--- src/rtl/seq_divider_if.sv ---
// Handshake and operand/result bundle between the ALU datapath and the sequential divider.
interface seq_divider_if #(
    parameter int unsigned WIDTH = 32
);
    logic                 start;
    logic [WIDTH-1:0]     dividend;
    logic [WIDTH-1:0]     divisor;
    logic                 busy;
    logic                 done;
    logic                 div_by_zero;
    logic [2*WIDTH-1:0]   result;

    modport master (
        output start, dividend, divisor,
        input  busy, done, div_by_zero, result
    );

    modport slave (
        input  start, dividend, divisor,
        output busy, done, div_by_zero, result
    );
endinterface

--- src/rtl/seq_divider.sv ---
// Multi-cycle signed restoring divider; returns {remainder, quotient} with
// truncation toward zero and the remainder carrying the dividend's sign.
module seq_divider #(
    parameter int unsigned WIDTH = 32
) (
    input  logic          clock,
    input  logic          reset,
    seq_divider_if.slave  bus
);
    localparam int unsigned CNT_W = $clog2(WIDTH) + 1;

    localparam logic [1:0] S_IDLE = 2'd0;
    localparam logic [1:0] S_RUN  = 2'd1;
    localparam logic [1:0] S_FIX  = 2'd2;
    localparam logic [1:0] S_DONE = 2'd3;

    logic [1:0]           state, state_nxt;
    logic [CNT_W-1:0]     cnt, cnt_nxt;
    logic                 sa, sa_nxt;
    logic                 sb, sb_nxt;
    logic [WIDTH-1:0]     rem, rem_nxt;
    logic [WIDTH-1:0]     quo, quo_nxt;
    logic [WIDTH-1:0]     dsr, dsr_nxt;
    logic                 busy_q, busy_nxt;
    logic                 done_q, done_nxt;
    logic                 dbz_q, dbz_nxt;
    logic [2*WIDTH-1:0]   result_q, result_nxt;
    logic [WIDTH:0]       shifted;
    logic [WIDTH:0]       diff;

    // Magnitude in WIDTH bits; the most negative value wraps onto itself and reads as unsigned 2^(WIDTH-1).
    function automatic logic [WIDTH-1:0] mag(input logic [WIDTH-1:0] v);
        return v[WIDTH-1] ? WIDTH'(-v) : v;
    endfunction

    assign shifted = {rem, quo[WIDTH-1]};
    assign diff    = shifted - {1'b0, dsr};

    always_comb begin
        state_nxt  = state;
        cnt_nxt    = cnt;
        sa_nxt     = sa;
        sb_nxt     = sb;
        rem_nxt    = rem;
        quo_nxt    = quo;
        dsr_nxt    = dsr;
        done_nxt   = 1'b0;
        dbz_nxt    = dbz_q;
        result_nxt = result_q;

        case (state)
            S_IDLE: begin
                if (bus.start) begin
                    if (bus.divisor == '0) begin
                        state_nxt  = S_DONE;
                        result_nxt = {bus.dividend, {WIDTH{1'b1}}};
                        dbz_nxt    = 1'b1;
                    end else begin
                        state_nxt = S_RUN;
                        sa_nxt    = bus.dividend[WIDTH-1];
                        sb_nxt    = bus.divisor[WIDTH-1];
                        quo_nxt   = mag(bus.dividend);
                        dsr_nxt   = mag(bus.divisor);
                        rem_nxt   = '0;
                        cnt_nxt   = '0;
                        dbz_nxt   = 1'b0;
                    end
                end
            end
            S_RUN: begin
                if (!diff[WIDTH]) begin
                    rem_nxt = diff[WIDTH-1:0];
                    quo_nxt = {quo[WIDTH-2:0], 1'b1};
                end else begin
                    rem_nxt = shifted[WIDTH-1:0];
                    quo_nxt = {quo[WIDTH-2:0], 1'b0};
                end
                cnt_nxt = cnt + CNT_W'(1);
                if (cnt == CNT_W'(WIDTH - 1)) begin
                    state_nxt = S_FIX;
                end
            end
            S_FIX: begin
                result_nxt = {(sa ? WIDTH'(-rem) : rem),
                              ((sa ^ sb) ? WIDTH'(-quo) : quo)};
                done_nxt   = 1'b1;
                state_nxt  = S_DONE;
            end
            S_DONE: begin
                // Arriving from FIX the pulse is already up; a divide-by-zero raises it here instead.
                done_nxt  = ~done_q;
                state_nxt = S_IDLE;
            end
            default: begin
                state_nxt = S_IDLE;
            end
        endcase

        busy_nxt = (state_nxt == S_RUN) || (state_nxt == S_FIX);
    end

    always_ff @(posedge clock) begin
        if (reset) begin
            state    <= S_IDLE;
            cnt      <= '0;
            sa       <= 1'b0;
            sb       <= 1'b0;
            rem      <= '0;
            quo      <= '0;
            dsr      <= '0;
            busy_q   <= 1'b0;
            done_q   <= 1'b0;
            dbz_q    <= 1'b0;
            result_q <= '0;
        end else begin
            state    <= state_nxt;
            cnt      <= cnt_nxt;
            sa       <= sa_nxt;
            sb       <= sb_nxt;
            rem      <= rem_nxt;
            quo      <= quo_nxt;
            dsr      <= dsr_nxt;
            busy_q   <= busy_nxt;
            done_q   <= done_nxt;
            dbz_q    <= dbz_nxt;
            result_q <= result_nxt;
        end
    end

    assign bus.busy        = busy_q;
    assign bus.done        = done_q;
    assign bus.div_by_zero = dbz_q;
    assign bus.result      = result_q;
endmodule
--- src/flat_wrapper.sv ---
// flat-port wrapper written by rule: the top's interface ports become plain ports
module seq_divider_flat 
#(
    parameter int unsigned WIDTH = 32
)
  (clock, reset, bus_start, bus_dividend, bus_divisor, bus_busy, bus_done, bus_div_by_zero, bus_result);
  seq_divider_if #(.WIDTH(WIDTH)) bus_i ();
  input  logic clock;
  input  logic reset;
  input wire logic [$bits(bus_i.start)-1:0] bus_start;
  input wire logic [$bits(bus_i.dividend)-1:0] bus_dividend;
  input wire logic [$bits(bus_i.divisor)-1:0] bus_divisor;
  output wire logic [$bits(bus_i.busy)-1:0] bus_busy;
  output wire logic [$bits(bus_i.done)-1:0] bus_done;
  output wire logic [$bits(bus_i.div_by_zero)-1:0] bus_div_by_zero;
  output wire logic [$bits(bus_i.result)-1:0] bus_result;
  assign bus_i.start = bus_start;
  assign bus_i.dividend = bus_dividend;
  assign bus_i.divisor = bus_divisor;
  assign bus_busy = bus_i.busy;
  assign bus_done = bus_i.done;
  assign bus_div_by_zero = bus_i.div_by_zero;
  assign bus_result = bus_i.result;
  seq_divider #(.WIDTH(WIDTH)) u_core (.clock(clock), .reset(reset), .bus(bus_i));
endmodule
--- config.mk ---
export PLATFORM = sky130hd
export DESIGN_NAME = seq_divider_flat
export DESIGN_NICKNAME = d
export VERILOG_FILES = /design/src/rtl/seq_divider_if.sv /design/src/rtl/seq_divider.sv /design/src/flat_wrapper.sv
export SDC_FILE = /design/constraint.sdc
export NUM_CORES = 1
export LEC_CHECK = 0
export CORE_MARGIN = 2
export CORE_UTILIZATION = 57
export DETAILED_ROUTE_END_ITERATION = 8
export PLACE_DENSITY = 0.88
export SYNTH_ARGS = -nofsm -noshare
export SYNTH_HDL_FRONTEND = slang
export SYNTH_SLANG_ARGS = --single-unit
--- constraint.sdc ---
create_clock -name clock -period 4.7 [get_ports clock]
set_input_delay 1.41 -clock clock [delete_from_list [all_inputs] [get_ports clock]]
set_output_delay 1.41 -clock clock [all_outputs]
set_load 0.02 [all_outputs]
==> results.md, run 1 <==
* Status: complete, but fails checks
* Failing checks: design-rule violations
* Netlist cell types at 68
* Drt initial violations at 934
* Clock sinks at 173
* Met2 Usage GRT at 0.494
* Post-synth EDFFs at 0
* H-tree Lvls at 4
* Avg Vias per Cell at 6.21
* CTS tree: yes
* Crit end category: register
* Worst slew margin at 0.332
* Final Util at 0.697
* Pwr dens at 285 mW/mm²
* Worst ir drop on vdd at 0.238 mV
* Worst skew pair latency at 0.44 ns
* RSZ-0062 raised after global routing: false
* GRT met3 Usage at 0.0433
* Crit share post-route at 0.865
* Final nets at 1525
* Die ar. at 0.0204 mm²
* Mapped Area at 0.0110 mm²
* Total GRT Usage at 0.295
* Diode count at 0
* Setup Skew at 0.0111 ns
* Initial Util at 0.584
* Async set or reset register ratio after synthesis at 0
* Leakage at 4.75 nW
* Synth Instances at 1340
* Avg Cell Area, Syn at 8.21 µm²
* Post-DP HPWL at 21.7 mm
* Final ANT Viol Nets at 0
* Worst slack, placed at 0.230 ns
* Layout cells sized above 1 at 0.0545
* Core ar. at 0.0188 mm²
* Worst EP required at 4.99 ns
* Worst EP arrival at 4.35 ns
* Non-filler instance count after layout at 1692
* Main synth FF type: dfxtp_1
* Synthesized net count at 1445
* Die Span Y at 143 µm
* # DRC at 3
* Max clock buf depth at 2
* Max-Cap Viols at 0
* TritonCTS buffer count at 17
* Hold buffer count at CTS at 0
* Pin count of the biggest net entering global routing at 99
* Startpoint types: input pin
* Die X at 143 µm
* Syn-to-layout area delta at 19.4%
* Synth Register Bits at 173
* DR vias at 10505
* Reg clk slew, reported paths at 0.07 ns
* Max Clk Rate at 246 MHz
* Grt ovf at 0
* Endpoints failing setup at 0
* # placed instances at 1661
* Critical path class: in -> reg
* Synth top area cells: dfxtp_1 31%, xnor2_1 7.2%, a211oi_1 6.5%, mux2i_1 5.6%, nor2_1 4.8%
* Leading area contributor after synthesis: dfxtp_1
* Fin. max-slew vios at 0
* RD Place Congestion at 0.915
* Initial antenna violation count at 0
* Routed wire length at 29.9 mm
* Area share of the largest cell type after synthesis at 0.315
* Hold crit path type: reg -> reg
* Post_cts resized at 0
* CTS Root Cell: clkbuf_16
* Final count of hold timing violations at 0
* Number of post-CTS setup repair buffers at 0
* Rows at 50
* Global-route wire length before repair at 48.3 mm
* Final Worst Setup Slack at 0.633 ns
* 1st-pass router iterations at 9
* Sum Neg Setup Slack at 0 ns
* Register area share after synthesis at 0.315
* Port bufs at 133
* Grt met1 use at 0.378
* Top Usage Layer GRT: met2
* Synth Warn # at 0
* Post-layout minimum cycle time at 4.07 ns
* Worst Max-Slew Pin Slew at 1.00 ns
* WL/cell at 17.7 µm
* Io pins at 134
* Vias in the first global route at 9690
* CP max FO at 6
-- path summary, 6_finish.rpt --
kind | from | end | slack, ns | depth (start not counted)
worst max-delay path | bus_dividend[3] | u_core.quo[29] | 0.63 | 10
worst min-delay path | u_core.bus.done | u_core.bus.done | 0.46 | 1
worst max register to register | u_core.rem[15] | u_core.rem[2] | 1.10 | 10
worst min register to register | u_core.bus.done | u_core.bus.done | 0.46 | 1
-- where the power goes --
part / switching, mW / internal, mW
clock network: 0.633 / 0.849
logic: 0.401 / 0.298
registers: 0.0519 / 1.51
total: 1.09 / 2.66
-- worst max-delay path: stages --
cell,delay [ns]
clkdlybuf4s50_1,0.52
nor3_1,0.46
nand4b_1,0.28
or2_2,0.41
nor2_1,0.18
nand3_1,0.21
o31ai_1,0.35
xnor2_1,0.14
a222oi_1,0.32
nor2_1,0.07
-- per-layer routing --
metal	part of all wire	vias to the layer above
li1	-	5079
met1	0.41	4885
met2	0.48	466
met3	0.072	75
met4	0.035	0
met5	0	-
-- flip-flops by register name, summed over array words and instances (netlist names) --
register                count
u_core.bus.busy             1
u_core.bus.div_by_zero      1
u_core.bus.done             1
u_core.bus.result          64
u_core.cnt                  6
u_core.dsr                 32
u_core.quo                 32
u_core.rem                 32
u_core.sa                   1
u_core.sb                   1
u_core.state                2
-- stage by stage --
stage	hold slack, ns	instance area, µm²	power (mW)
after floorplan	0.460	11000	2.06
final	0.465	13100	3.74
after CTS	0.462	13100	3.74
after global routing	0.475	13100	3.87
after detailed placement	0.449	12500	2.28
after global placement	0.435	12500	2.25
-- cell families after synthesis --
group | after synthesis | synth area share
multiplexers | 61 | 0.0555
adder cells (fa/ha/maj) | 38 | 0.0439
AO/OA/AOI/OAI | 378 | 0.242
AND/OR/NAND/NOR | 395 | 0.173
buffers and inverters | 145 | 0.0503
flip-flops | 173 | 0.315
XOR/XNOR | 150 | 0.120
-- final cells by class --
type	instances	area, µm²
Multi-Input combinational cell	1022	7020
Fill cell	1472	5710
Sequential cell	173	3460
Timing Repair Buffer	152	1510
Clock buffer	18	429
Tap cell	260	325
Inverter	54	203
Clock inverter	13	180
-- placed cells by master, fill, tap and decap left out, drive strengths merged, types with 12 or more instances in the layout --
master and count:
clkbuf 18, buf 20, or4 12, dfxtp 173
a21o 13, a211oi 96, a21oi 50, nand3 13
o41ai 15, xnor2 91, mux2i 61, xor2 59
clkdlybuf4s50 132, or3 20, nor2 142, o31ai 34
ha 37, a222oi 28, o21ai 85, nor3 58
nand2 81, inv 60
-- cells in the mapped netlist (28+ instances only) --
| cell | instances |
|---|---|
| dfxtp_1 | 173 |
| nor2_1 | 142 |
| a211oi_1 | 95 |
| xnor2_1 | 90 |
| o21ai_0 | 85 |
| nand2_1 | 81 |
| clkbuf_1 | 80 |
| mux2i_1 | 61 |
| xor2_1 | 59 |
| nor3_1 | 58 |
| inv_1 | 54 |
| a21oi_1 | 50 |
| ha_1 | 37 |
| o31ai_1 | 33 |
| a222oi_1 | 28 |
No activity file was read; power rests on OpenSTA's default activity.
==> run 2, diff against run 1 <==
--- a/config.mk
+++ b/config.mk
@@ -5,10 +5,12 @@
 export SDC_FILE = /design/constraint.sdc
 export NUM_CORES = 1
 export LEC_CHECK = 0
+export CELL_PAD_IN_SITES_DETAIL_PLACEMENT = 1
+export CELL_PAD_IN_SITES_GLOBAL_PLACEMENT = 1
 export CORE_MARGIN = 2
-export CORE_UTILIZATION = 57
+export CORE_UTILIZATION = 43
 export DETAILED_ROUTE_END_ITERATION = 8
-export PLACE_DENSITY = 0.88
+export PLACE_DENSITY = 0.89
 export SYNTH_ARGS = -nofsm -noshare
 export SYNTH_HDL_FRONTEND = slang
 export SYNTH_SLANG_ARGS = --single-unit
==> results.md, run 2 (synthesized netlist as in run 1, its figures left out) <==
* Status: finished, final reports clean
* DR vias at 10671 (+1.6%)
* Die ar. at 0.0269 mm² (+32%)
* Syn-to-layout area delta at 20.3%
* Sum Neg Setup Slack at 0 ns (unchanged)
* Reg clk slew, reported paths at 0.07 ns (about the same)
* Post-DP HPWL at 26.5 mm (+22%)
* CTS Root Cell: clkbuf_16
* CTS tree: yes
* Worst EP required at 5.06 ns (+0.07 ns)
* Worst skew pair latency at 0.45 ns (about the same)
* RSZ-0062 raised after global routing: false
* RD Place Congestion at 0.909 (-0.64%)
* Hold buffer count at CTS at 0 (unchanged)
* Flop-to-flop setup slack at 0.85 ns (-0.25 ns)
* Worst slew margin at 0.267 (-0.0655)
* Routed wire length at 36.5 mm (+22%)
* Io pins at 134 (unchanged)
* # DRC at 0 (-3)
* Multi-input gate area at 0.00702 mm² (unchanged)
* # placed instances at 1733 (+4.3%)
* Slowest Stage Delay on Critical Path at 0.62 ns (+0.10 ns)
* WL/cell at 20.7 µm (+17%)
* Worst ir drop on vdd at 0.183 mV (-23%)
* Max FFs per register at 64 (unchanged)
* Pwr dens at 286 mW/mm² (+0.11%)
* Crit share post-route at 0.906 (+0.0411)
* H-tree Lvls at 4 (unchanged)
* Hold Path Stages at 1 (unchanged)
* Port bufs at 133 (unchanged)
* Post_cts resized at 0 (unchanged)
* Vias in the first global route at 10761 (+11%)
* Hold crit path type: reg -> reg
* Worst EP arrival at 4.62 ns (+0.27 ns)
* TritonCTS buffer count at 17 (unchanged)
* Reg2reg start: u_core.quo[31]
* Total GRT Usage at 0.272 (-0.0233)
* Post-layout minimum cycle time at 4.26 ns (+0.193 ns)
* Die Span Y at 164 µm (+15%)
* Avg Vias per Cell at 6.04 (-2.7%)
* Crit-path slowest cell: or4_1
* Filler cells at 2985 (+100%)
* Fin. max-slew vios at 0 (unchanged)
* Rows at 58 (+16%)
* Number of post-CTS setup repair buffers at 0 (unchanged)
* Startpoint types: input pin
* Critical path class: in -> reg
* Most frequent cells in the layout: 173 x dfxtp_1, 141 x nor2_1, 132 x clkdlybuf4s50_1, 95 x a211oi_1, 90 x xnor2_1
* Hold Path End: u_core.bus.done
* Setup Skew at 0.0122 ns (+0.00118 ns)
* Reg2reg path depth at 12 (+2)
* Grt ovf at 0 (unchanged)
* Drt initial violations at 775 (-17%)
* Global-route wire length before repair at 57.8 mm (+20%)
* Max-Cap Viols at 0 (unchanged)
* Max Clk Rate at 235 MHz (-4.5%)
* Final count of hold timing violations at 0 (unchanged)
* Leakage at 4.76 nW (+0.34%)
* Layout cells sized above 1 at 0.0571 (+0.00267)
* Pin count of the biggest net entering global routing at 67 (-32%)
* Cell-by-cell trace of the critical path: clkdlybuf4s50_1, or4_1, nor4_1, buf_4, a41oi_1, o21a_1, nor2_1, buf_4, nand2_1, o211ai_1
* Most frequent CP cell: buf_4
* Endpoints failing setup at 0 (unchanged)
* Sequential cell area at 0.00346 mm² (unchanged)
* Crit end category: register
* Hold Startpoint: u_core.bus.done
* Max clock buf depth at 2 (unchanged)
* Worst R2R End: u_core.rem[27]
* CP max FO at 18 (+12)
* Non-filler instance count after layout at 1766 (+4.4%)
* Die X at 164 µm (+15%)
* Initial Util at 0.437 (-0.147)
* Initial antenna violation count at 1 (+1)
* 1st-pass router iterations at 7 (-2)
* Most common cell after layout, fill and taps aside: dfxtp_1
* Worst Max-Slew Pin Slew at 1.10 ns (+0.0968 ns)
* Final nets at 1527 (+0.13%)
* Clock sinks at 173 (unchanged)
* Core ar. at 0.0252 mm² (+34%)
* Final ANT Viol Nets at 0 (unchanged)
==> run 2: worst max path at each step <==
stage                                start        endpoint  slack, ns  cells after the start
after floorplan             bus_divisor[4]  u_core.dsr[22]       0.89                      9
after global placement     bus_divisor[16]  u_core.rem[15]       0.18                     10
after detailed placement   bus_divisor[16]  u_core.rem[15]       0.10                     10
after CTS                 bus_dividend[16]  u_core.quo[30]       0.45                      9
after global routing      bus_dividend[13]  u_core.quo[30]       0.34                      9
final                      bus_divisor[16]  u_core.rem[31]       0.44                     10
==> run 2: cell type report <==
cell class | instances | area share
inverters | 54 | 0.0153
flip-flops and latches | 173 | 0.262
clock buffers | 18 | 0.0332
diodes | 1 | 0.000189
clock inverters | 14 | 0.0126
repair buffers | 154 | 0.115
well taps | 330 | 0.0312
multi-input cells | 1022 | 0.530
==> run 2: per-layer routing <==
metal / wire length, µm / vias to the layer above / track usage / part of all wire
met4: 1030 / 0 / 0.100 / 0.028
met5: 0 / - / 0 / 0
met2: 18200 / 301 / 0.487 / 0.50
li1: - / 5089 / - / -
met1: 15600 / 5207 / 0.329 / 0.43
met3: 1570 / 74 / 0.0389 / 0.043
==> run 2: stage by stage <==
step | setup slack [ns] | cell area [µm²] | util | total power [mW] | hold slack (ns)
floorplan | 0.885 | 11000 | - | 2.06 | 0.460
global placement | 0.183 | 12600 | 0.501 | 2.27 | 0.435
detailed placement | 0.102 | 12600 | 0.501 | 2.30 | 0.440
CTS | 0.450 | 13200 | 0.525 | 3.78 | 0.453
global route | 0.336 | 13200 | 0.525 | 3.92 | 0.520
finish | 0.440 | 13200 | 0.525 | 3.78 | 0.451
==> run 2: critical path: cells and delay by family <==
kind            cells  cell delay (ns)
simple gates        4             1.51
buf+inv             3             1.01
compound gates      3             0.68
==> run 2: report_power, final <==
group	switching, mW	internal (mW)
Sequential	0.0585	1.51
Clock	0.709	0.779
Combinational	0.421	0.299
